===== src/rtl/ofm_reader_if.sv =====
// Bundles the OFM DPRAM read port and the streamed output port of ofm_reader.
// master = the reader; slave = memory plus downstream consumer.
interface ofm_reader_if #(
  parameter int unsigned DATA_WIDTH = 8,
  parameter int unsigned ADDR_WIDTH = 17
);
  logic                    mem_rd_en;
  logic [ADDR_WIDTH-1:0]   mem_rd_addr;
  logic [2*DATA_WIDTH-1:0] mem_rd_data;
  logic [2*DATA_WIDTH-1:0] out_data;
  logic                    out_valid;
  logic                    out_ready;
  logic                    out_eol;
  logic                    out_eoc;
  logic                    out_last;

  modport master (
    output mem_rd_en, mem_rd_addr,
    input  mem_rd_data,
    output out_data, out_valid, out_eol, out_eoc, out_last,
    input  out_ready
  );

  modport slave (
    input  mem_rd_en, mem_rd_addr,
    output mem_rd_data,
    input  out_data, out_valid, out_eol, out_eoc, out_last,
    output out_ready
  );
endinterface


===== src/rtl/ofm_reader.sv =====
// Streams a whole OFM out of the DPRAM (channel-major, row-major) through a
// 2-entry FIFO, tagging row/channel/final boundaries and summing transfers.
module ofm_reader #(
  parameter int unsigned DATA_WIDTH = 8,
  parameter int unsigned OFM_SIZE   = 13,
  parameter int unsigned NO_FILTER  = 512,
  parameter int unsigned ADDR_WIDTH = 17
) (
  input  logic          clk,
  input  logic          rst,
  input  logic          start,
  ofm_reader_if.master  bus,
  output logic          busy,
  output logic          done,
  output logic [31:0]   checksum
);
  localparam int unsigned WW  = 2*DATA_WIDTH;
  localparam int unsigned PIX = OFM_SIZE*OFM_SIZE;
  localparam int unsigned N   = PIX*NO_FILTER;
  localparam int unsigned CW  = $clog2(OFM_SIZE+1);
  localparam int unsigned PW  = $clog2(PIX+1);

  typedef enum logic [1:0] {IDLE, RUN, FLUSH} state_t;
  state_t state, state_nxt;

  logic [CW-1:0] col_cnt;
  logic [PW-1:0] pix_cnt;
  logic          pend_vld, pend_eol, pend_eoc, pend_last;
  logic [WW-1:0] slot_data;
  logic          slot_vld, slot_eol, slot_eoc, slot_last;
  logic          pop, last_xfer, rd_go, rd_eol, rd_eoc, rd_last;
  logic [1:0]    credit;

  // mem_rd_en is derived from registered state and this cycle's pop, so the
  // slot freed by a pop is reused at once; 2 credits still give 1 beat/cycle.
  always_comb begin
    pop       = bus.out_valid & bus.out_ready;
    last_xfer = pop & bus.out_last;
    credit    = 2'(bus.out_valid) + 2'(slot_vld) + 2'(pend_vld) - 2'(pop);
    rd_eol    = (col_cnt == CW'(OFM_SIZE-1));
    rd_eoc    = (pix_cnt == PW'(PIX-1));
    rd_last   = (bus.mem_rd_addr == ADDR_WIDTH'(N-1));
    rd_go     = 1'b0;
    state_nxt = state;
    case (state)
      IDLE:  if (start) state_nxt = RUN;
      RUN: begin
        rd_go = (credit < 2'd2);
        if (rd_go && rd_last) state_nxt = FLUSH;
      end
      FLUSH: if (last_xfer) state_nxt = IDLE;
      default: state_nxt = IDLE;
    endcase
    bus.mem_rd_en = rd_go;
  end

  always_ff @(posedge clk or posedge rst) begin
    if (rst) state <= IDLE;
    else     state <= state_nxt;
  end

  always_ff @(posedge clk or posedge rst) begin
    if (rst) begin
      bus.mem_rd_addr <= '0;
      col_cnt         <= '0;
      pix_cnt         <= '0;
      pend_vld        <= 1'b0;
      pend_eol        <= 1'b0;
      pend_eoc        <= 1'b0;
      pend_last       <= 1'b0;
      slot_data       <= '0;
      slot_vld        <= 1'b0;
      slot_eol        <= 1'b0;
      slot_eoc        <= 1'b0;
      slot_last       <= 1'b0;
      bus.out_data    <= '0;
      bus.out_valid   <= 1'b0;
      bus.out_eol     <= 1'b0;
      bus.out_eoc     <= 1'b0;
      bus.out_last    <= 1'b0;
      busy            <= 1'b0;
      done            <= 1'b0;
      checksum        <= '0;
    end else begin
      done      <= 1'b0;
      pend_vld  <= rd_go;
      pend_eol  <= rd_eol;
      pend_eoc  <= rd_eoc;
      pend_last <= rd_last;

      if (state == IDLE && start) begin
        bus.mem_rd_addr <= '0;
        col_cnt         <= '0;
        pix_cnt         <= '0;
        checksum        <= '0;
        busy            <= 1'b1;
      end

      if (rd_go && !rd_last) begin
        bus.mem_rd_addr <= bus.mem_rd_addr + ADDR_WIDTH'(1);
        col_cnt         <= rd_eol ? '0 : col_cnt + CW'(1);
        pix_cnt         <= rd_eoc ? '0 : pix_cnt + PW'(1);
      end

      if (pop) checksum <= checksum + 32'($signed(bus.out_data));

      if (last_xfer) begin
        busy <= 1'b0;
        done <= 1'b1;
      end

      // Head register is the FIFO output; the second slot only fills while
      // the head is stalled.
      if (!bus.out_valid || bus.out_ready) begin
        if (slot_vld) begin
          bus.out_data  <= slot_data;
          bus.out_valid <= 1'b1;
          bus.out_eol   <= slot_eol;
          bus.out_eoc   <= slot_eoc;
          bus.out_last  <= slot_last;
          slot_vld      <= pend_vld;
          slot_data     <= bus.mem_rd_data;
          slot_eol      <= pend_eol;
          slot_eoc      <= pend_eoc;
          slot_last     <= pend_last;
        end else begin
          bus.out_valid <= pend_vld;
          bus.out_data  <= pend_vld ? bus.mem_rd_data : '0;
          bus.out_eol   <= pend_vld & pend_eol;
          bus.out_eoc   <= pend_vld & pend_eoc;
          bus.out_last  <= pend_vld & pend_last;
        end
      end else if (pend_vld) begin
        slot_vld  <= 1'b1;
        slot_data <= bus.mem_rd_data;
        slot_eol  <= pend_eol;
        slot_eoc  <= pend_eoc;
        slot_last <= pend_last;
      end
    end
  end
endmodule


===== src/flat_wrapper.sv =====
// flat-port wrapper written by rule: the top's interface ports become plain ports
module ofm_reader_flat 
#(
  parameter int unsigned DATA_WIDTH = 8,
  parameter int unsigned OFM_SIZE   = 13,
  parameter int unsigned NO_FILTER  = 512,
  parameter int unsigned ADDR_WIDTH = 17
)
  (clk, rst, start, busy, done, checksum, bus_mem_rd_en, bus_mem_rd_addr, bus_mem_rd_data, bus_out_data, bus_out_valid, bus_out_eol, bus_out_eoc, bus_out_last, bus_out_ready);
  ofm_reader_if #(.DATA_WIDTH(DATA_WIDTH), .ADDR_WIDTH(ADDR_WIDTH)) bus_i ();
  input  logic clk;
  input  logic rst;
  input  logic start;
  output logic busy;
  output logic done;
  output logic [31:0] checksum;
  output wire logic [$bits(bus_i.mem_rd_en)-1:0] bus_mem_rd_en;
  output wire logic [$bits(bus_i.mem_rd_addr)-1:0] bus_mem_rd_addr;
  input wire logic [$bits(bus_i.mem_rd_data)-1:0] bus_mem_rd_data;
  output wire logic [$bits(bus_i.out_data)-1:0] bus_out_data;
  output wire logic [$bits(bus_i.out_valid)-1:0] bus_out_valid;
  output wire logic [$bits(bus_i.out_eol)-1:0] bus_out_eol;
  output wire logic [$bits(bus_i.out_eoc)-1:0] bus_out_eoc;
  output wire logic [$bits(bus_i.out_last)-1:0] bus_out_last;
  input wire logic [$bits(bus_i.out_ready)-1:0] bus_out_ready;
  assign bus_mem_rd_en = bus_i.mem_rd_en;
  assign bus_mem_rd_addr = bus_i.mem_rd_addr;
  assign bus_i.mem_rd_data = bus_mem_rd_data;
  assign bus_out_data = bus_i.out_data;
  assign bus_out_valid = bus_i.out_valid;
  assign bus_out_eol = bus_i.out_eol;
  assign bus_out_eoc = bus_i.out_eoc;
  assign bus_out_last = bus_i.out_last;
  assign bus_i.out_ready = bus_out_ready;
  ofm_reader #(.DATA_WIDTH(DATA_WIDTH), .OFM_SIZE(OFM_SIZE), .NO_FILTER(NO_FILTER), .ADDR_WIDTH(ADDR_WIDTH)) u_core (.clk(clk), .rst(rst), .start(start), .bus(bus_i), .busy(busy), .done(done), .checksum(checksum));
endmodule

===== config.mk =====
export PLATFORM = sky130hd
export DESIGN_NAME = ofm_reader_flat
export DESIGN_NICKNAME = d
export VERILOG_FILES = /design/src/rtl/ofm_reader_if.sv /design/src/rtl/ofm_reader.sv /design/src/flat_wrapper.sv
export SDC_FILE = /design/constraint.sdc
export NUM_CORES = 1
export LEC_CHECK = 0
export CAP_MARGIN = 20
export CORE_UTILIZATION = 45
export DETAILED_ROUTE_END_ITERATION = 10
export PLACE_DENSITY = 0.83
export SETUP_SLACK_MARGIN = 0.15
export SYNTH_ARGS = -nofsm -noshare
export SYNTH_HDL_FRONTEND = slang
export SYNTH_SLANG_ARGS = --single-unit

===== constraint.sdc =====
create_clock -name clk -period 3.3 [get_ports clk]
set_input_delay 0.33 -clock clk [delete_from_list [all_inputs] [get_ports clk]]
set_output_delay 0.33 -clock clk [all_outputs]
set_load 0.01 [all_outputs]

# Word-level counts from Yosys, hierarchy flattened
# Cells that the tools add are included.
# op_classes
reduce_logical	13
order_cmp	1
mux	39
add_sub_neg	7
n_bitwise	5
n_eq_ne	9
# op_table
operator	n
2-to-1 mux 16 bit	5
2-to-1 mux 32 bit	2
2-to-1 mux 17 bit	2
adder 32 bit	1
2-to-1 mux 8 bit	3
2-to-1 mux 1 bit	20
adder 17 x 1 -> 17 bit (second input constant)	1
== test 17 bit (second input constant)	1
2-to-1 mux 4 bit	3
adder 8 x 1 -> 8 bit (second input constant)	1
== test 8 bit (second input constant)	1
nonzero test 2 bit	4
2-to-1 mux 2 bit	3
!= test 2 x 1 -> 1 bit (second input constant)	3
case mux 2 bit (3 select lines)	1
AND 1 bit	5
adder 4 x 1 -> 4 bit (second input constant)	1
== test 4 bit (second input constant)	1
logical AND 1 bit	3
AND reduction 3 bit	1
adder 1 x 1 -> 2 bit	1
adder 2 x 1 -> 2 bit	1
== test 2 x 1 -> 1 bit (second input constant)	1
== test 2 bit (second input constant)	1
other kinds (7)	8
# totals
ff_bits	109
input_bits	20

# Depth between registers and ports, before layout
# depth
depth_word	7
ltp_mapped	14
mapped_depth_nobuf	13

# Least setup slack after synthesis
# Ideal clock, no wire load.
# synth_path
path_type	register -> register
start	register u_core.bus.out_valid
end	register u_core.bus.mem_rd_addr[13]
slack_ps	96
arrival_ps	3075
path_buffers	1
path_stages_with_launch	15
period_less_slack_ps	3204
setup_time_ps	129
cell_sequence	dfrtp_1 nand2_1 inv_1 clkbuf_1 ha_1 inv_1 ha_1 a21oi_2 xnor2_1 a211oi_2 and4_4 and3_4 and3_4 nand4_1 mux2i_1
# synth_via
elab_chain_cells	7
# synth_rtl
element	line	rtl
from (decl)	ofm_reader_if.sv:20	output out_data, out_valid, out_eol, out_eoc, out_last,
from (signal assigned)	ofm_reader.sv:127	bus.out_valid <= pend_vld;
adder 1 x 1 -> 2 bit	ofm_reader.sv:39	credit = 2'(bus.out_valid) + 2'(slot_vld) + 2'(pend_vld) - 2'(pop);
adder 2 x 1 -> 2 bit	ofm_reader.sv:39	
subtractor 2 x 1 -> 2 bit (*)	ofm_reader.sv:39	
< comparator 2 bit (*)	ofm_reader.sv:48	rd_go = (credit < 2'd2);
2-to-1 mux 1 bit (*)	ofm_reader.sv:45	case (state)
logical AND 1 bit (*)	ofm_reader.sv:99	if (rd_go && !rd_last) begin
2-to-1 mux 17 bit / nonzero test 2 bit (equally long branches)	n/a	
to (signal assigned)	ofm_reader.sv:100	bus.mem_rd_addr <= bus.mem_rd_addr + ADDR_WIDTH'(1);
to (decl)	ofm_reader_if.sv:18	output mem_rd_en, mem_rd_addr,
# Mark *: on every way between the ends. The rest lies on a longest branch, timed or not.
# A chain may end at the register's enable or synchronous reset.

# Final worst setup path
# layout_path
start	register u_core.bus.out_valid
end	output bus_mem_rd_en
# layout_via
elab_chain_cells	5
# layout_rtl
element	line	rtl
adder 1 x 1 -> 2 bit	ofm_reader.sv:39	
adder 2 x 1 -> 2 bit	ofm_reader.sv:39	
subtractor 2 x 1 -> 2 bit (*)	ofm_reader.sv:39	
< comparator 2 bit (*)	ofm_reader.sv:48	
2-to-1 mux 1 bit (*)	ofm_reader.sv:45	
to (decl)	flat_wrapper.sv:17	output wire logic [$bits(bus_i.mem_rd_en)-1:0] bus_mem_rd_en;
# Marked as above.

==> flow_metrics.env <==
export IMPL_run_status="finished, final reports clean"
export IMPL_cell_count_final_fillers_out=942
export IMPL_die_height_um=120
export IMPL_worst_hold_startpoint="u_core.checksum[31]"
export IMPL_finalSetupTns_ns=0
export IMPL_place_inst=926
export IMPL_critical_path_reg2reg_startpoint="u_core.bus.out_data[0]"
export IMPL_netlist_top_cell_by_area="dfrtp_1"
export IMPL_final_hold_viol_count=0
export IMPL_design_core_area_um2=13400
export IMPL_ys_async_sr_fraction=1.00
export IMPL_antenna_found_initial=0
export IMPL_synth_sequential_area_ratio=0.437
export IMPL_vias_in_the_first_global_route=5001
export IMPL_yosys_register_bits=109
export IMPL_gr_usage_all_layers=0.217
export IMPL_postSynthCellCount=668
export IMPL_cts_made_buffers=9
export IMPL_final_max_slew_violation_count=0
export IMPL_firstDrtPassIters=5
export IMPL_cts_repair_timing_setup_buffer_count=0
export IMPL_final_common_cell="dfrtp_1"
export IMPL_gp_routability_congestion=0.913
export IMPL_via_count=5310
export IMPL_tritoncts="done"
export IMPL_cp_max_fo=6
export IMPL_cts_sink_count=109
export IMPL_timing_hold_worst_class="reg2reg"
export IMPL_place_detailed_hpwl_um=10400
export IMPL_num_nets_final=820
export IMPL_synth_edff_count=0
export IMPL_netlist_area_um2=6240
export IMPL_largest_net_degree_at_the_start_of_global_routing=110
export IMPL_timing_final_setup_violations=0
export IMPL_vdd_ir_drop_max_v=0.000536
export IMPL_cts_root_buf="clkbuf_16"
export IMPL_clock_pin_slew_on_the_worst_setup_and_hold_paths_ns=0.07
export IMPL_detail_route_wirelength_um=14700
export IMPL_fmax_ghz=0.332
export IMPL_detail_route_iter0_violations=445
export IMPL_synth_area_leaders="dfrtp_1, ha_1, o21ai_0"
export IMPL_total_leakage_power_nw=3.43
export IMPL_cts_max_level=3
export IMPL_worstMarginPinSlew_ns=0.658
export IMPL_io_pins=92
export IMPL_power_density_nw_per_um2=1080
export IMPL_synth_avg_cell_area_um2=9.35
export IMPL_synth_warning_count=0
export IMPL_post_route_drc_count=0
export IMPL_antennaDiodeCount=0
export IMPL_maxCapViolations=0
export IMPL_setup_repair_after_global_routing_missed_its_margin="yes"
export IMPL_starting_density=0.466
export IMPL_clk_path_buf_depth=2
export IMPL_synth_fp_nets=727
export IMPL_synth_top_flop_cell="dfrtp_1"
export IMPL_critPathLaunch="u_core.bus.out_valid"
export IMPL_crit_path_end_kind="output port"
export IMPL_grt_overflow_total=0
export IMPL_layout_common_cells="dfrtp_1, clkdlybuf4s50_1, o21ai_0"
export IMPL_n_fill_cell=1143
export IMPL_timing_worst_setup_path_type="reg2out"
export IMPL_row_count=42
export IMPL_relSlewSlack=0.560
export IMPL_critPathLaunchType="flop"
export IMPL_fin_skew_ns=0.00530
export IMPL_finalCritPeriodShare=0.912
export IMPL_placement_io_buffers=91
export IMPL_post_route_min_period_ns=3.01
export IMPL_critPathArrivalTime_ns=2.68
export IMPL_fp_dieW_um=120
export IMPL_synth_cell_types=65
export IMPL_final_layout_size_suffix_gt1_frac=0.0966
export IMPL_vias_per_cell=5.64
export IMPL_required_ns=2.97
export IMPL_die_footprint_um2=14400
export IMPL_route_detailed_wl_per_inst_um=15.6
export IMPL_worstSkewPairLatency_ns=0.35
export IMPL_grt_pass1_wl_um=24700
export IMPL_antenna_left=0
export IMPL_post_synth_top_area_fraction=0.437
export IMPL_area_growth_synth_to_final_pct=24.7
export IMPL_worst_hold_slack_ns=0.476
export IMPL_final_core_utilization=0.581
per-layer routing:
| layer | up-vias | global-route usage | routed length (µm) |
|---|---|---|---|
| li1 | 2611 | - | - |
| met1 | 2533 | 0.301 | 6870 |
| met2 | 150 | 0.343 | 6800 |
| met3 | 16 | 0.0380 | 768 |
| met4 | 0 | 0.0711 | 216 |
| met5 | - | 0 | 0 |
flip-flops by register name, summed over array words and instances, names as in the netlist, 2 cells and up:
name / flops
u_core.bus.mem_rd_addr: 17
u_core.bus.out_data: 16
u_core.checksum: 32
u_core.col_cnt: 4
u_core.pix_cnt: 8
u_core.slot_data: 16
u_core.state: 2
through the flow:
step	power (mW)	setup WS, ns	area, µm²
detailed placement	7.10	0.0416	7420
floorplan	5.51	0.146	6250
finish	8.42	0.292	7780
CTS	8.41	0.193	7780
global placement	6.97	0.110	7420
global route	9.11	0.143	7780
layout make-up:
cell class | instances | area, µm² | area share
flip-flops and latches | 109 | 2730 | 0.350
multi-input cells | 515 | 3360 | 0.432
clock inverters | 6 | 118 | 0.0151
inverters | 19 | 75.1 | 0.00964
repair buffers | 107 | 1040 | 0.134
clock buffers | 10 | 239 | 0.0307
well taps | 176 | 220 | 0.0283
where the power goes:
part	internal (mW)	switching, mW
Combinational	2.21	2.61
Clock	0.771	0.518
Sequential	1.85	0.466
Total	4.83	3.59
kinds of logic (layout without fill, tap and decap cells):
group | after synthesis | in the layout | synth area share
AO/OA/AOI/OAI | 202 | 202 | 0.205
XOR/XNOR | 25 | 25 | 0.0351
adder cells (fa/ha/maj) | 40 | 40 | 0.0809
buffers and inverters | 44 | 142 | 0.0266
flip-flops | 109 | 109 | 0.437
multiplexers | 26 | 26 | 0.0455
AND/OR/NAND/NOR | 222 | 222 | 0.170
critical path, stage by stage (launching register included):
cell	delay [ns]
dfrtp_1	0.39
nand2_1	0.10
inv_1	0.07
ha_1	0.27
inv_1	0.03
ha_1	0.28
a21oi_2	0.15
xnor2_1	0.17
nor2_2	0.28
clkdlybuf4s50_1	0.58
worst paths after layout:
kind | endpoint | slack [ns] | cells past startpoint
setup / recovery | bus_mem_rd_en | 0.29 | 9
max in group asynchronous | u_core.checksum[27] | 2.39 | 3
setup reg to reg | u_core.checksum[26] | 0.42 | 11
hold / removal | u_core.checksum[31] | 0.48 | 1
min in group asynchronous | u_core.slot_data[5] | 0.49 | 3
hold reg to reg | u_core.checksum[31] | 0.48 | 1
timing repair:
action | in CTS | in global routing
endpoints found under the setup margin | 0 | 8
gates resized for setup | 0 | 2
hold buffers | 0 | 0
Yosys cell counts, drive strengths merged, types with 6 or more instances:
library cell    n
a211oi         11
xnor2           8
a21o           13
mux2           19
nand4           7
o21a            7
a21oi          40
a31oi           6
nor2           51
and2            6
o31ai           6
xor2           17
nand3          28
o211ai          7
and3           12
nand2          81
clkbuf         22
inv            19
mux2i           7
ha             38
o21ai          83
nand2b         10
nor3            7
dfrtp         109
No activity file was read; power rests on OpenSTA's default activity.
